[config.mk]
export PLATFORM = sky130hd
export DESIGN_NAME = gate_chain_seq_eval
export DESIGN_NICKNAME = d
export VERILOG_FILES = /design/src/rtl/gate_chain_pkg.sv /design/src/rtl/gate_chain_seq_eval_stage.sv /design/src/rtl/gate_chain_seq_eval.sv
export SDC_FILE = /design/constraint.sdc
export NUM_CORES = 1
export LEC_CHECK = 0
export BUFFER_PORTS_ARGS = -buffer_cell sky130_fd_sc_hd__clkbuf_2
export CAP_MARGIN = 0
export CORE_ASPECT_RATIO = 1.1
export CORE_UTILIZATION = 44
export CTS_CLUSTER_DIAMETER = 50
export DETAILED_ROUTE_END_ITERATION = 8
export PLACE_DENSITY = 0.7
export REMOVE_ABC_BUFFERS = 1
export SYNTH_ARGS = -nofsm -noshare
export SYNTH_HDL_FRONTEND = slang
export SYNTH_HIERARCHICAL = 1
export SYNTH_SLANG_ARGS = --single-unit
[constraint.sdc]
create_clock -name clk -period 3.99 [get_ports clk]
set_input_delay 0.798 -clock clk [delete_from_list [all_inputs] [get_ports clk]]
set_output_delay 0.798 -clock clk [all_outputs]
set_load 0.02 [all_outputs]
[src/rtl/gate_chain_pkg.sv]
// Shared types and helpers for the sequential gate-chain evaluator.
// Optional build macro used by the top: GATE_CHAIN_CONST_B_EN.
package gate_chain_pkg;

    localparam int N_STAGES_MIN = 2;
    localparam int N_STAGES_MAX = 64;

    typedef enum logic [1:0] {
        IDLE = 2'd0,
        RUN  = 2'd1,
        DONE = 2'd2
    } state_t;

    typedef enum logic [1:0] {
        OP_XNOR = 2'd0,
        OP_XOR  = 2'd1,
        OP_NOR  = 2'd2
    } op_t;

    // Stage 0 is the A reduction and never goes through the shared stage;
    // the final stage is always the NOR, interior stages alternate XNOR/XOR.
    function automatic op_t stage_op(input int unsigned idx, input int unsigned n_stages);
        op_t op;
        if (idx >= n_stages - 1)
            op = OP_NOR;
        else if ((idx % 2) == 1)
            op = OP_XNOR;
        else
            op = OP_XOR;
        return op;
    endfunction

endpackage

[src/rtl/gate_chain_seq_eval_stage.sv]
// One gate of the chain; a single instance is time-shared across all stages.
module gate_chain_stage
    import gate_chain_pkg::*;
(
    input  logic x_prev,
    input  logic b,
    input  op_t  op,
    output logic x
);

    always_comb begin
        x = 1'b0;
        case (op)
            OP_XNOR: x = ~(x_prev ^ b);
            OP_XOR:  x = x_prev ^ b;
            OP_NOR:  x = ~(x_prev | b);
            default: x = 1'b0;
        endcase
    end

endmodule

[src/rtl/gate_chain_seq_eval.sv]
// Sequential gate chain: one stage per accepted B beat, start/busy/done control.
// Build macro GATE_CHAIN_CONST_B_EN: B sampled once at start, one stage per cycle.
module gate_chain_seq_eval
    import gate_chain_pkg::*;
#(
    parameter int A_W      = 2,
    parameter int N_STAGES = 16,
    parameter int CNT_W    = $clog2(N_STAGES)
) (
    input  logic                clk,
    input  logic                rst,
    input  logic                start,
    input  logic [A_W-1:0]      a_in,
    input  logic                b_valid,
    input  logic                b_in,
    output logic                b_ready,
    output logic                busy,
    output logic                done,
    output logic                result,
    output logic [N_STAGES-1:0] x_vec,
    output state_t              o_dbg_state
);

    // Handshake: a B beat is consumed on a rising edge where b_valid and
    // b_ready are both high; b_ready is high only in RUN and does not depend
    // on b_valid.

    state_t              r_state;
    state_t              w_state_next;
    logic [CNT_W-1:0]    r_stage;
    logic [N_STAGES-1:0] r_x_vec;
    logic                r_acc;
    logic                r_result;

    logic                w_start_acc;
    logic                w_beat;
    logic                w_last;
    logic                w_b;
    logic                w_x0;
    logic                w_x_prev;
    logic                w_x;
    logic                w_b_ready;
    logic [CNT_W-1:0]    w_prev_idx;
    op_t                 w_op;

    assign w_x0        = ~&a_in;
    assign w_start_acc = (r_state == IDLE) && start;
    assign w_prev_idx  = r_stage - 1'b1;
    assign w_x_prev    = r_x_vec[w_prev_idx];
    assign w_op        = stage_op(32'(r_stage), N_STAGES);
    assign w_last      = (r_stage == CNT_W'(N_STAGES - 1));

`ifdef GATE_CHAIN_CONST_B_EN
    logic r_b_const;

    always_ff @(posedge clk or posedge rst) begin
        if (rst)
            r_b_const <= 1'b0;
        else if (w_start_acc)
            r_b_const <= b_in;
    end

    assign w_b    = r_b_const;
    assign w_beat = (r_state == RUN);
`else
    assign w_b    = b_in;
    assign w_beat = b_valid && w_b_ready;
`endif

    gate_chain_stage u_stage (
        .x_prev (w_x_prev),
        .b      (w_b),
        .op     (w_op),
        .x      (w_x)
    );

    always_ff @(posedge clk or posedge rst) begin
        if (rst)
            r_state <= IDLE;
        else
            r_state <= w_state_next;
    end

    always_comb begin
        w_state_next = r_state;
        case (r_state)
            IDLE:    if (start) w_state_next = RUN;
            RUN:     if (w_beat && w_last) w_state_next = DONE;
            DONE:    w_state_next = IDLE;
            default: w_state_next = IDLE;
        endcase
    end

    always_comb begin
        w_b_ready = 1'b0;
        busy      = 1'b0;
        done      = 1'b0;
        case (r_state)
            RUN: begin
                busy = 1'b1;
`ifndef GATE_CHAIN_CONST_B_EN
                w_b_ready = 1'b1;
`endif
            end
            DONE: begin
                busy = 1'b1;
                done = 1'b1;
            end
            default: ;
        endcase
    end

    // Result is formed on the last beat so it is already final in DONE.
    always_ff @(posedge clk or posedge rst) begin
        if (rst) begin
            r_stage  <= '0;
            r_x_vec  <= '0;
            r_acc    <= 1'b0;
            r_result <= 1'b0;
        end else if (w_start_acc) begin
            r_stage  <= CNT_W'(1);
            r_x_vec  <= {{(N_STAGES-1){1'b0}}, w_x0};
            r_acc    <= w_x0;
            r_result <= 1'b0;
        end else if (w_beat) begin
            r_x_vec[r_stage] <= w_x;
            r_acc            <= r_acc | w_x;
            if (w_last)
                r_result <= ~(r_acc | w_x);
            else
                r_stage <= r_stage + 1'b1;
        end
    end

    assign b_ready     = w_b_ready;
    assign result      = r_result;
    assign x_vec       = r_x_vec;
    assign o_dbg_state = r_state;

endmodule

## Yosys cells after proc, flatten, opt, wreduce, memory -nomap -nowiden

Cells that the tools add are included.

| storage, ports and cells | value |
|---|---|
| word-level logic and storage cells | 63 |
| bits of input ports | 7 |
| output and inout bits | 22 |
| register bits after elaboration | 24 |

| operators by class | value |
|---|---|
| equality and inequality tests | 8 |
| reductions and logical operators | 14 |
| add/subtract/negate cells | 2 |
| muxes and demuxes | 24 |
| bitwise operators | 6 |
| order comparisons | 4 |

Operators with widths:

| operator | count |
|---|---|
| 2-to-1 mux 16 bit | 2 |
| bitwise mux 16 bit | 1 |
| 2-to-1 mux 4 bit | 3 |
| 2-to-1 mux 1 bit | 11 |
| < comparator 4 x 5 -> 1 bit (second input constant) | 2 |
| AND reduction 2 bit | 4 |
| 2-to-1 mux 2 bit | 3 |
| != test 2 bit (second input constant) | 3 |
| adder 4 x 1 -> 4 bit (second input constant) | 1 |
| binary-select mux 1 bit (select 4 bit) | 1 |
| demux 1 bit (select 4 bit) | 1 |
| equality test 2 x 1 -> 1 bit (second input constant) | 2 |
| equality test 2 bit (second input constant) | 2 |
| equality test 4 bit (second input constant) | 1 |
| greater-or-equal comparator 4 x 1 -> 1 bit (second input constant) | 1 |
| greater-or-equal comparator 4 bit (second input constant) | 1 |
| logical AND 1 bit | 4 |
| logical NOT 2 bit | 2 |
| case mux 2 bit (2 select lines) | 1 |
| nonzero test 2 bit | 2 |
| subtractor 4 x 1 -> 4 bit (second input constant) | 1 |
| inverter 1 bit | 3 |
| case mux 1 bit (3 select lines) | 1 |
| OR 1 bit | 2 |
| other kinds (3) | 3 |

## Logic depth before layout (Yosys ltp)

Gate-level depths: netlist (run 1).

| logic depth | value |
|---|---|
| depth after elaboration | 11 |
| mapped depth | 14 |
| depth with buffers taken out | 11 |

## Modules after synthesis

The synthesis (run 1) kept the hierarchy.

By module, submodules not included:

| module | area an instance (sq um) | cells an instance | instances | sequential area each (sq um) |
|---|---|---|---|---|
| gate_chain_seq_eval | 1416.4 | 147 | 1 | 600.6 |
| gate_chain_stage | 38.8 | 7 | 1 | 0.0 |

## Worst setup path after synthesis (run 1)

Ideal clock, no wire load.

| timing path | value |
|---|---|
| path type | register to register |
| start point | register r_stage[0] |
| end point | register r_x_vec[10], in the netlist x_vec[10] |
| setup slack | 698 ps |
| data arrival time | 3214 ps |
| buffers on the path | 3 |
| period minus slack after synthesis | 3292 ps |
| cell stages (with the launch flop) | 15 |
| setup time | 78 ps |
| data required time | 3912 ps |
| cells stage by stage | dfrtp_1 > buf_6 > inv_1 > ha_1 > mux4_1 > mux4_2 > inv_1 > ha_1 > nor2_1 > a21oi_1 > o22ai_1 > clkbuf_1 > clkbuf_1 > nand3_1 > a21oi_1 |

| on the way | value |
|---|---|
| word-level cells in the longest chain between the ends | 9 |
| elaborated cells on any way between the ends | 22 |
| classes of those cells | add/sub (1); order compare (3); eq/ne (2); mux (10); bitwise (4); reduce/logical (2) |

Ends and longest elaborated chain:

| item | RTL line | text |
|---|---|---|
| start: declaration | gate_chain_seq_eval.sv:30 | `logic [CNT_W-1:0] r_stage;` |
| start signal: assignment | gate_chain_seq_eval.sv:131 | `r_stage <= r_stage + 1'b1;` |
| subtractor 4 x 1 -> 4 bit * | gate_chain_seq_eval.sv:48 | `assign w_prev_idx = r_stage - 1'b1;` |
| binary-select mux 1 bit (select 4 bit) * | gate_chain_seq_eval.sv:49 | `assign w_x_prev = r_x_vec[w_prev_idx];` |
| 2-to-1 mux 1 bit (not written as such) * | gate_chain_seq_eval.sv:49 |  |
| via w_x_prev | gate_chain_seq_eval.sv:40 | `logic w_x_prev;` |
| OR 1 bit or bitwise XOR 1 bit (tied branches) | gate_chain_seq_eval_stage.sv:16, gate_chain_seq_eval_stage.sv:14, gate_chain_seq_eval_stage.sv:15 |  |
| inverter 1 bit, on equally long branches | gate_chain_seq_eval_stage.sv:16, gate_chain_seq_eval_stage.sv:14 |  |
| case mux 1 bit (3 select lines) * | gate_chain_seq_eval_stage.sv:13 | `case (op)` |
| via w_x | gate_chain_seq_eval.sv:41 | `logic w_x;` |
| bitwise mux 16 bit * | gate_chain_seq_eval.sv:126 | `r_x_vec[r_stage] <= w_x;` |
| 2-to-1 mux 16 bit * | gate_chain_seq_eval.sv:125 | `end else if (w_beat) begin` |
| 2-to-1 mux 16 bit * | gate_chain_seq_eval.sv:120 | `end else if (w_start_acc) begin` |
| end signal: assignment | gate_chain_seq_eval.sv:122 | `r_x_vec <= {{(N_STAGES-1){1'b0}}, w_x0};` |
| end signal: indexed assignment | gate_chain_seq_eval.sv:126 |  |
| end: declaration | gate_chain_seq_eval.sv:31 | `logic [N_STAGES-1:0] r_x_vec;` |

The timed path passes the listed nets; every way through them passes the cells marked *. The select of a mux whose other input is x is not followed.
A chain may end at the register's enable or synchronous reset.

## Final worst setup path (run 1)

| timing path | value |
|---|---|
| start point | register r_stage[1] |
| end point | register r_result, in the netlist result |

| on the way | value |
|---|---|
| word-level cells in the longest chain between the ends | 11 |
| elaborated cells on any way between the ends | 21 |
| classes of those cells | add/sub (1); order compare (1); eq/ne (3); mux (7); bitwise (6); reduce/logical (3) |

Ends and longest elaborated chain:

| item | RTL line | text |
|---|---|---|
| subtractor 4 x 1 -> 4 bit * | gate_chain_seq_eval.sv:48 |  |
| binary-select mux 1 bit (select 4 bit) * | gate_chain_seq_eval.sv:49 |  |
| 2-to-1 mux 1 bit (not written as such) * | gate_chain_seq_eval.sv:49 |  |
| via w_x_prev | gate_chain_seq_eval.sv:40 |  |
| OR 1 bit or bitwise XOR 1 bit (tied branches) | gate_chain_seq_eval_stage.sv:16, gate_chain_seq_eval_stage.sv:14, gate_chain_seq_eval_stage.sv:15 |  |
| inverter 1 bit, on equally long branches | gate_chain_seq_eval_stage.sv:16, gate_chain_seq_eval_stage.sv:14 |  |
| case mux 1 bit (3 select lines) * | gate_chain_seq_eval_stage.sv:13 |  |
| via w_x | gate_chain_seq_eval.sv:41 |  |
| OR 1 bit * | gate_chain_seq_eval.sv:129 | `r_result <= ~(r_acc \| w_x);` |
| inverter 1 bit * | gate_chain_seq_eval.sv:129 |  |
| 2-to-1 mux 1 bit * | gate_chain_seq_eval.sv:128 | `if (w_last)` |
| 2-to-1 mux 1 bit * | gate_chain_seq_eval.sv:125 |  |
| 2-to-1 mux 1 bit * | gate_chain_seq_eval.sv:120 |  |
| end signal: assignment | gate_chain_seq_eval.sv:129 |  |
| end: declaration | gate_chain_seq_eval.sv:33 | `logic r_result;` |

Marked as above.

==> flow_metrics.tcl, run 1 <==
set metrics [dict create \
    clk_pin_slew_ps 140 \
    core-area_um2 3100 \
    wl_per_cell_um 16.4 \
    synthCells 154 \
    ir_worst_vdd_v 0.000352 \
    grt_setup_unrepaired "false" \
    clock_sinks 24 \
    fmax_mhz 295 \
    grt-ovfl-total 0 \
    grt_max_degree 25 \
    drtAntennaViolNets 0 \
    drive_gt1_share_pct 23.9 \
    cp_slowest_cell "mux4_1" \
    hold_viol 0 \
    nFillCells 280 \
    routed-via-count 1316 \
    finalCriticalPeriod_ps 3380 \
    clock_latency_ps 330 \
    cts_root_buffer "clkbuf_4" \
    min_path_type "reg2reg" \
    yosysWarnings 6 \
    setup_tns_ps 0 \
    stdcell_count 214 \
    cp_num_cells 12 \
    status "complete, but fails checks" \
    slew_headroom_pct 39.4 \
    place_hpwl_um 2570 \
    diodes 0 \
    crit_family "multiplexers" \
    ys_types 29 \
    worstPathCellList "inv_1 -> ha_1 -> mux4_1 -> mux4_2 -> inv_1 -> ha_1 -> nor2_1 -> a21oi_1 -> o22ai_1 -> buf_4 -> or4_1 -> a21oi_1" \
    gp_congestion 0.897 \
    drt_iter0_drc 38 \
    cts_tree "done" \
    place_inst 210 \
    syn_area_um2 1460 \
    nets 198 \
    grt_pass1_vias 1292 \
    final_max_slew_viol_count 0 \
    synth-seq-cells 24 \
    violations "DRC" \
    worst_pin_slew_ps 908 \
    worstPathMaxFanout 18 \
    drc 5 \
    drtPass1Iterations 6 \
    cts-hold-fix-buffers 0 \
    cts_buffers 3 \
    reg2reg_from "r_stage[1]$_DFFE_PP0P_" \
    die_w_um 56.8 \
    crit_path_end_kind "flop" \
    post_cts_buffers 0 \
    slowest_delay_ps 580 \
    cp_data_arrival_time_ps 3650 \
    track_usage_pct 21.6 \
    start_util_pct 46.9 \
    postSynth.asyncResetShare_pct 100 \
    power_density_nw_per_um2 645 \
    vias_per_cell 6.15 \
    cts_buffer_depth 2 \
    critPathBufInv 3 \
    ys.flop_type "dfrtp_1" \
    ctsResizeCount 0 \
    finalCritPeriodShare_pct 84.8 \
    cp-endpoint "result$_DFFE_PP0P_" \
    io_buffers 28 \
    grt_pass1_wl_um 6040 \
    fin_skew_ps 2.06 \
    ff2ff_path_depth 12 \
    cap_violations 0 \
    worst_setup_path_start_kind "flop" \
    rows 21 \
    wl_um 3510 \
    syn_to_final_growth_pct 14.8 \
    cp_data_required_time_ps 4250 \
    antenna_found_initial 0 \
    ctsHtreeMaxLevel 1 \
    critPathLaunch "r_stage[1]$_DFFE_PP0P_" \
    p_leak_nw 0.793 \
    setup_viol 0 \
    post-route-util_pct 53.9 \
    die_h_um 62.3 \
    yosysSeqAreaShare_pct 41.3 \
    syn_area_per_cell_um2 9.45 \
    reg2reg_slack_ps 610 \
    critPathKind "reg2reg" \
    die-area_um2 3540 \
    pin_count 29 \
    regToRegEndpoint "result$_DFFE_PP0P_" \
    synth_edf_count 0 \
]
## how the worst min path moves through the flow
stage / start / end / cells after the start
floorplan: r_acc$_DFFE_PP0P_ / r_acc$_DFFE_PP0P_ / 2
global placement: r_acc$_DFFE_PP0P_ / r_acc$_DFFE_PP0P_ / 2
detailed placement: r_acc$_DFFE_PP0P_ / r_acc$_DFFE_PP0P_ / 2
CTS: r_acc$_DFFE_PP0P_ / r_acc$_DFFE_PP0P_ / 2
global route: r_acc$_DFFE_PP0P_ / result$_DFFE_PP0P_ / 2
finish: r_acc$_DFFE_PP0P_ / r_acc$_DFFE_PP0P_ / 2
## tightest hold or removal path, delay by kind of cell, from the launching register on
kind               cells  cell delay (ps)
AOI/OAI and AO/OA      1               50
and+or+nand+nor        1               80
DFF                    1              380
## synthesized netlist by cell type (all sizes together), types with 3 or more instances
master	number	area (um^2)
nand3	19	95.1
nor2	5	18.8
a21oi	20	100
nand4	6	37.5
dfrtp	24	601
nand2	4	15.0
clkbuf	7	26.3
o21ai	19	95.1
and3	5	31.3
ha	10	125
mux4	5	116
inv	8	30.0
nor2b	3	18.8
## kinds of logic after synthesis
| group | count (synthesis) | synth area share (%) |
|---|---|---|
| AND/OR/NAND/NOR | 50 | 18.5 |
| AO/OA/AOI/OAI | 44 | 15.9 |
| flip-flops | 24 | 41.3 |
| buffers and inverters | 17 | 4.99 |
| adder cells (fa/ha/maj) | 10 | 8.60 |
| multiplexers | 7 | 9.54 |
| XOR/XNOR | 2 | 1.20 |
## through the flow
| stage | hold WS (ps) | power, W | area [um^2] | setup slack, ps |
|---|---|---|---|---|
| floorplan | 466 | 0.000727 | 1410 | 467 |
| global placement | 512 | 0.000873 | 1620 | 740 |
| detailed placement | 509 | 0.000894 | 1620 | 631 |
| CTS | 539 | 0.00107 | 1670 | 598 |
| global route | 581 | 0.00115 | 1670 | 403 |
| finish | 539 | 0.00108 | 1670 | 605 |
## registers in the layout, indices dropped and copies added (netlist names)
signal	count
r_stage	4
x_vec	16
o_dbg_state	2
r_acc	1
result	1
## per-layer routing
metal  vias up  GRT usage [%]  part of all wire (%)
met5         -              0                     0
met4         0           7.93                   1.3
met3         5           2.50                   4.6
met2        48           35.9                    51
met1       645           28.9                    43
li1        618              -                     -
## cell type report
| cell class | count | area, um^2 | share of cell area (%) |
|---|---|---|---|
| clock buffer | 3 | 22.5 | 1.35 |
| clock inverter | 1 | 30.0 | 1.80 |
| inverter | 8 | 30.0 | 1.80 |
| multi-input combinational | 113 | 782 | 46.8 |
| sequential | 24 | 601 | 36.0 |
| tap | 34 | 42.5 | 2.55 |
| timing repair buffer | 31 | 163 | 9.74 |
## layout by cell type (no fill, tap or decap)
cell type / count
o21ai_0: 19
nand2_1: 4
mux4_1: 1
or4_1: 2
bufinv_16: 1
nand3_1: 19
nor2_1: 5
and3_1: 5
a211oi_1: 1
mux2_2: 2
ha_1: 10
inv_1: 8
nor2b_1: 3
a311oi_1: 1
a31oi_1: 1
nor3_1: 1
nand2b_1: 2
clkbuf_2: 28
xor2_1: 2
a21oi_1: 20
nand4_1: 6
dfrtp_1: 24
o31ai_1: 1
clkbuf_4: 3
mux4_2: 4
o22ai_1: 1
buf_4: 3
or3_2: 1
and2_1: 1
or2_2: 1
## report_power, final
part           switching (W)  internal [W]
clock network      0.0000804      0.000102
logic               0.000358      0.000214
registers          0.0000370      0.000286
total               0.000476      0.000602
Note: power is estimated with default switching activity, not from simulation.
==> inputs of run 2 (changes only) <==
- clock period: 3.99 -> 3.2 ns (I/O delays scaled with it)
==> run 2 against run 1 <==
  * The flow still finishes with violations (DRC)
  * Register-to-register slack worse by 400 ps
  * Fmax up 13%
  * Worst setup slack worse by 400 ps
  * Flip-flop and latch count unchanged
  * Critical path type unchanged
  * Largest power group unchanged
  * Highest routed layer unchanged
==> flow_metrics.tcl, run 2 (synthesis gave the netlist of run 1 again) <==
set metrics [dict create \
    crit_path_end_kind "flop" \
    cts_buffers 3 \
    grt_pass1_vias 1270 \
    largest_reg_flops 16 \
    routed-via-count 1331 \
    final_common_cell "clkbuf_2" \
    drtPass1Iterations 6 \
    io_buffers 28 \
    grt_setup_unrepaired "false" \
    critPathKind "reg2reg" \
    clock_sinks 24 \
    worst_pin_slew_ps 943 \
    critPathLaunch "r_stage[0]$_DFFE_PP0P_" \
    clock_latency_ps 320 \
    met1_usage_pct 29.9 \
    slew_headroom_pct 37.1 \
    clk_pin_slew_ps 140 \
    drc 4 \
    cts-hold-fix-buffers 0 \
    die_w_um 56.8 \
    violations "DRC" \
    die_h_um 62.3 \
    cts_buffer_depth 2 \
    min_path_type "in2async" \
    fin_skew_ps 5.35 \
    stdcell_count 217 \
    antenna_found_initial 0 \
    core-area_um2 3100 \
    status "complete, but fails checks" \
    track_usage_pct 21.6 \
    cp_data_required_time_ps 3440 \
    pin_count 29 \
    cap_violations 0 \
    reg2reg_from "r_stage[0]$_DFFE_PP0P_" \
    nets 201 \
    top_usage_layer "met2" \
    syn_to_final_growth_pct 15.2 \
    setup_viol 0 \
    cp_data_arrival_time_ps 3240 \
    post_cts_buffers 0 \
    wl_um 3660 \
    hold_viol 0 \
    nFillCells 283 \
    worst_slack_ps 205 \
    drtAntennaViolNets 0 \
    worst_setup_path_start_kind "flop" \
    start_util_pct 46.9 \
    met2_usage_pct 34.4 \
    finalCritPeriodShare_pct 93.6 \
    finalCriticalPeriod_ps 2990 \
    final_max_slew_viol_count 0 \
    cts_root_buffer "clkbuf_4" \
    cts_tree "done" \
    vias_per_cell 6.13 \
    ctsResizeCount 0 \
    ff2ff_path_depth 12 \
    pre_cts_ws_ps 262 \
    place_hpwl_um 2600 \
    ir_worst_vdd_v 0.000477 \
    drive_gt1_share_pct 25.1 \
    final_cell_mix "28 x clkbuf_2, 24 x dfrtp_1, 20 x a21oi_1" \
    die-area_um2 3540 \
    power_density_nw_per_um2 778 \
    p_leak_nw 0.801 \
    drt_iter0_drc 72 \
    diodes 0 \
    ctsHtreeMaxLevel 1 \
    grt-ovfl-total 0 \
    wl_per_cell_um 16.8 \
    hold_ws_ps 486 \
    met3_usage_pct 1.88 \
    fmax_mhz 334 \
    gp_congestion 0.867 \
    grt_pass1_wl_um 5950 \
    worstPathMaxFanout 17 \
    grt_max_degree 25 \
    place_inst 213 \
    rows 21 \
]
## run 2: changes by cell type in the layout (fill, tap and decap cells not counted)
cell	delta
buf_4	+3
clkbuf_8	+1
bufinv_16	-1
## run 2: through the flow
step | util, % | total power [W] | instance area, um^2 | setup TNS [ps]
3_5_place_dp | 52.9 | 0.00114 | 1640 | 0
5_1_grt | 54.1 | 0.00140 | 1680 | 0
6_report | 54.1 | 0.00131 | 1680 | 0
3_3_place_gp | 52.9 | 0.00111 | 1640 | 0
4_1_cts | 54.1 | 0.00130 | 1680 | 0
2_1_floorplan | - | 0.000907 | 1410 | -4780
## run 2: final timing paths
check / endpoint / slack, ps
min: r_stage[3]$_DFFE_PP0P_ / 490
min in group clk: r_acc$_DFFE_PP0P_ / 550
max: x_vec[14]$_DFFE_PP0P_ / 210
max reg2reg: x_vec[14]$_DFFE_PP0P_ / 210
min reg2reg: r_acc$_DFFE_PP0P_ / 550
max in group asynchronous: r_stage[2]$_DFFE_PP0P_ / 2140
## run 2: layout make-up
cell class	count	area (um^2)	area share, %
Inverter	8	30.0	1.79
Clock buffer	4	36.3	2.16
Tap cell	34	42.5	2.54
Multi-Input combinational cell	113	782	46.6
Sequential cell	24	601	35.8
Timing Repair Buffer	34	185	11.0
## run 2: routing by layer
metal | part of all wire (%) | up-vias
met2 | 50 | 61
met3 | 5.8 | 8
met5 | 0 | -
met1 | 42 | 638
li1 | - | 624
met4 | 1.9 | 0
## run 2: worst max-delay path, cell delays in order, from the launching register on
cell and delay [ps]:
dfrtp_1 370, inv_1 70, ha_1 310, mux4_1 560, mux4_2 460, inv_1 60, ha_1 230, nor2_1 110
a21oi_1 50, o22ai_1 190, buf_4 240, nand4_1 120, a21oi_1 150
## run 2: report_power, final
group | switching (W) | internal, W
Combinational | 0.000459 | 0.000282
Sequential | 0.0000406 | 0.000357
Clock | 0.0000968 | 0.0000695
Total | 0.000596 | 0.000709
